==> config.mk <==
export PLATFORM = sky130hd
export DESIGN_NAME = shift_register_param_framed
export DESIGN_NICKNAME = d
export VERILOG_FILES = /design/src/rtl/shift_register_param_framed.sv
export SDC_FILE = /design/constraint.sdc
export NUM_CORES = 1
export LEC_CHECK = 0
export BUFFER_PORTS_ARGS = -buffer_cell sky130_fd_sc_hd__buf_2
export CAP_MARGIN = 20
export CORE_MARGIN = 2
export CORE_UTILIZATION = 48
export CTS_CLUSTER_SIZE = 25
export DETAILED_ROUTE_END_ITERATION = 6
export PLACE_DENSITY = 0.75
export SLEW_MARGIN = 10
export SYNTH_ARGS = -nofsm -noshare
export SYNTH_HDL_FRONTEND = slang
export SYNTH_SLANG_ARGS = --single-unit
==> constraint.sdc <==
create_clock -name clk -period 1.63 [get_ports clk]
set_input_delay 0.489 -clock clk [delete_from_list [all_inputs] [get_ports clk]]
set_output_delay 0.489 -clock clk [all_outputs]
set_load 0.01 [all_outputs]
==> src/rtl/shift_register_param_framed.sv <==
// ---------------------------------------------------------------------------
// shift_register_param_framed
//
// Bidirectional serial-capture shift register for the ADC / hydrophone front
// end. Bits shift in on enabled edges in either direction, the register can
// be parallel-loaded and drained through serial_out, and a bit counter
// raises a one-cycle word_done pulse on every completed WIDTH-bit word.
//
// Optional feature (compile-time macro SHIFT_REG_CAPTURE_EN):
//   adds capture_q / capture_valid, a holding register for the last completed
//   word so the next word can shift in without disturbing it.
//
// Ports
//   clk           in   system clock, rising edge
//   resetn        in   asynchronous active-low reset
//   enable        in   shift strobe, one bit per enabled edge
//   load          in   parallel load strobe, priority over enable
//   dir           in   0: d enters q[0], word moves to MSB
//                      1: d enters q[WIDTH-1], word moves to LSB
//   d             in   serial data in
//   load_data     in   parallel load value
//   q             out  register contents
//   serial_out    out  bit leaving the register (q[WIDTH-1] or q[0] by dir)
//   bit_count     out  enabled shifts since last word boundary or load
//   word_done     out  one-cycle pulse, high with the completed word on q
//   capture_q     out  last completed word        (SHIFT_REG_CAPTURE_EN)
//   capture_valid out  a word has been captured   (SHIFT_REG_CAPTURE_EN)
// ---------------------------------------------------------------------------
module shift_register_param_framed #(
  parameter int               WIDTH       = 16,
  parameter logic [WIDTH-1:0] RESET_VALUE = '0,
  localparam int              CNT_W       = $clog2(WIDTH)
) (
  input  logic             clk,
  input  logic             resetn,
  input  logic             enable,
  input  logic             load,
  input  logic             dir,
  input  logic             d,
  input  logic [WIDTH-1:0] load_data,
  output logic [WIDTH-1:0] q,
  output logic             serial_out,
  output logic [CNT_W-1:0] bit_count,
  output logic             word_done
`ifdef SHIFT_REG_CAPTURE_EN
  ,
  output logic [WIDTH-1:0] capture_q,
  output logic             capture_valid
`endif
);

  localparam logic [CNT_W-1:0] CNT_LAST = CNT_W'(WIDTH - 1);

  logic [WIDTH-1:0] data_q, data_d;
  logic [CNT_W-1:0] cnt_q, cnt_d;
  logic             done_q, done_d;
`ifdef SHIFT_REG_CAPTURE_EN
  logic [WIDTH-1:0] cap_q, cap_d;
  logic             capv_q, capv_d;
`endif

  // Next-state logic. Priority: load > enable > hold.
  always_comb begin
    // NOTE: every signal gets a default before any branch so no path leaves
    // it unassigned; otherwise synthesis infers a latch.
    data_d = data_q;
    cnt_d  = cnt_q;
    done_d = 1'b0;
`ifdef SHIFT_REG_CAPTURE_EN
    cap_d  = cap_q;
    capv_d = capv_q;
`endif
    if (load) begin
      data_d = load_data;
      cnt_d  = '0;
    end else if (enable) begin
      if (dir) data_d = {d, data_q[WIDTH-1:1]};
      else     data_d = {data_q[WIDTH-2:0], d};

      if (cnt_q == CNT_LAST) begin
        cnt_d  = '0;
        done_d = 1'b1;
`ifdef SHIFT_REG_CAPTURE_EN
        // Capture the completed word itself, i.e. the post-shift value.
        cap_d  = data_d;
        capv_d = 1'b1;
`endif
      end else begin
        cnt_d = cnt_q + CNT_W'(1);
      end
    end
  end

  // NOTE: state registers use non-blocking assignments so all flops update
  // together from pre-edge values; blocking here would create ordering races.
  always_ff @(posedge clk or negedge resetn) begin
    if (!resetn) begin
      data_q <= RESET_VALUE;
      cnt_q  <= '0;
      done_q <= 1'b0;
    end else begin
      data_q <= data_d;
      cnt_q  <= cnt_d;
      done_q <= done_d;
    end
  end

`ifdef SHIFT_REG_CAPTURE_EN
  always_ff @(posedge clk or negedge resetn) begin
    if (!resetn) begin
      cap_q  <= '0;
      capv_q <= 1'b0;
    end else begin
      cap_q  <= cap_d;
      capv_q <= capv_d;
    end
  end

  assign capture_q     = cap_q;
  assign capture_valid = capv_q;
`endif

  assign q          = data_q;
  assign bit_count  = cnt_q;
  assign word_done  = done_q;
  assign serial_out = dir ? data_q[0] : data_q[WIDTH-1];

endmodule

==> metrics.yaml <==
outcome:
  outcome: "complete, no violations"
floorplan:
  design.die.area_mm2: 0.00285
  die-width_um: 53.4
  ios: 44
  rows: 17
  die_h_um: 53.4
  core_area_mm2: 0.00225
  start_util: 0.519
timing:
  fmax_mhz: 624
  finalSetupViolations: 0
  worst_slew_pin_slew_ps: 459
  layout_worst_path_cycle_share: 0.982
  finalClockSkew_ps: 11.8
  slew_viol_final: 0
  fin_crit_ps: 1600
  hold_viol_final: 0
  max-slew-margin-rel: 0.694
  rsz0062_at_grt: "yes"
  setup_tns_ps: 0
placed_design:
  port_buffers: 43
  gp_congestion: 0.710
  numPlacedInstances: 178
  place_hpwl_mm: 1.85
  placed_area_mm2: 0.00140
setup_path:
  slowest_delay_ps: 410
  critPathRequiredTime_ps: 1140
  crit_type: "flop to output port"
  cp_slowest_cell: "dfrtp_1"
  critPathMaxFanout: 2
  crit_chain: "mux2_2, buf_6"
  cp-end-kind: "output port"
  arrival_ps: 1110
  crit_path_start_kind: "flop"
pwr:
  power.switching_uw: 354
  switching_share: 0.305
  p_total_uw: 1160
  power_frac_seq: 0.527
  leakagePower_uw: 0.000794
  worst_ir_drop_vdd_v: 0.000578
  cell_internal_pwr_uw: 806
  p_comb_frac: 0.256
  power_density_mw_per_mm2: 801
  pwr-share-clk: 0.217
route:
  viasPerCell: 5.55
  num_vias: 1021
  drt_wl_total_mm: 2.61
  drc_errors: 0
  drt_first_pass_iters: 4
  wl_per_cell_um: 14.2
  drt_iter0_markers: 10
  antenna_left: 0
logic_synthesis:
  yosys.area.top_type: "dfrtp_1"
  yosys_register_bits: 21
  synth.net_count: 137
  synth_area_mm2: 0.00117
  synth_warnings: 0
  netlist-cell-type-count: 22
  yosysSeqAreaShare: 0.449
  syn-instance-count: 114
  synth_top_area_share: 0.449
  syn_area_per_cell_um2: 10.3
  synth_area_leaders: "dfrtp_1 (45%), mux2i_1 (15%), a211oi_1 (10%), a21o_1 (10%), nor2_1 (5.8%)"
finish:
  final_util: 0.642
  fin_nets: 180
  drive_above_1_share: 0.340
  finalNonFillerCells: 184
  antenna_cells: 0
  design_area_mm2: 0.00145
  area_delta_synth_final_pct: 23.6
clock_network:
  h-tree-depth: 1
  numCtsBuffers: 3
  clockBufferDepth: 2
  clock_latency_ps: 310
  cts_tree: "yes"
  clockRootBuffer: "clkbuf_4"
  clock_sinks: 21
  clk_pin_slew_ps: 120
grt:
  grt_pass1_vias: 950
  grt_max_degree: 37
  grt_use_total: 0.208
  grt_overflow: 0
  antenna_found_initial: 0
  grt_first_pass_wirelength_mm: 4.29
min_path:
  hold_path_class: "input pin to asynchronous set/reset pin"
job:
  drv_cap: 0
==> logic make-up (layout without fill, tap and decap cells) <==
kind of cell | Yosys count | after routing | synth area share
AO/OA/AOI/OAI | 36 | 36 | 0.222
AND/OR/NAND/NOR | 27 | 27 | 0.0961
flip-flops | 21 | 21 | 0.449
multiplexers | 18 | 18 | 0.155
buffers and inverters | 10 | 52 | 0.0598
adder cells (fa/ha/maj) | 1 | 1 | 0.0107
XOR/XNOR | 1 | 1 | 0.00748
==> worst max-delay path, delay by kind of cell (launching register included) <==
family   cells  cell delay, ps
buf+inv      1             120
flops        1             410
mux          1             270
==> Yosys cell counts <==
cell,instances
nor2_1,18
nand2_1,4
dfrtp_1,21
nand2b_1,1
nand3b_1,1
buf_12,1
buf_1,1
nand3_1,1
buf_4,1
mux2i_1,17
xor2_1,1
a21oi_1,3
o21ai_0,1
ha_1,1
nor3_1,1
buf_6,1
a211oi_1,16
clkbuf_1,2
buf_2,4
a21o_1,16
or3_1,1
mux2_2,1
==> cells in the final DEF (no fill, tap or decap) <==
cell type   n
mux2i_1    17
dfrtp_1    21
a211oi_1   16
nand3b_1    1
buf_2      42
clkbuf_4    3
o21ai_0     1
buf_12      2
a21o_1     16
clkinv_2    1
or3_1       1
nand3_1     1
buf_6       1
nand2_1     4
nor2_1     18
mux2_2      1
buf_4       3
nand2b_1    1
xor2_1      1
nor3_1      1
a21oi_1     3
ha_1        1
==> final cells by class <==
class | count | area, um^2
clock inverter | 1 | 5.00
fill | 213 | 807
timing repair buffer | 48 | 284
multi-input combinational | 83 | 576
sequential | 21 | 526
clock buffer | 3 | 22.5
tap | 28 | 35.0
==> power groups by stage <==
stage	Sequential [uW]	Combinational [uW]	Clock, uW
after floorplan	638	156	0
after global placement	622	275	0
after detailed placement	624	284	0
after CTS	611	296	262
after global routing	619	331	288
final	612	297	251
==> sequential cells by signal, summed over array words and instances, names as in the netlist <==
signal     count
q             16
bit_count      4
word_done      1
==> routing by layer <==
| metal | global-route usage | part of all wire |
|---|---|---|
| met5 | 0 | 0 |
| met4 | 0.0641 | 0.0084 |
| met3 | 0.0311 | 0.043 |
| met2 | 0.354 | 0.52 |
| met1 | 0.271 | 0.43 |
==> path summary, 6_finish.rpt <==
path                                from      endpoint  slack [ps]  cells past startpoint
min in group clk           load_data[12]         q[12]         370                      2
max in group asynchronous         resetn  bit_count[0]        1190                      1
setup reg to reg            bit_count[0]  bit_count[3]         500                      4
hold / removal                    resetn          q[3]         110                      1
setup / recovery                   q[15]    serial_out          30                      2
hold reg to reg             bit_count[3]     word_done         600                      2
==> stage by stage <==
step                      hold WS, ps  setup WS, ps
after global routing              136         -25.7
after CTS                         121          34.5
final                             112          28.6
after floorplan                   193          34.0
after global placement            470           108
after detailed placement          469           110
==> timing repair <==
item / in CTS / in global routing
hold buffers: 0 / 0
setup endpoints to repair: 1 / 1
gates resized for setup: 0 / 1
gates cloned: 0 / 0
setup buffers: 2 / 0
Note: power is estimated with default switching activity, not from simulation.
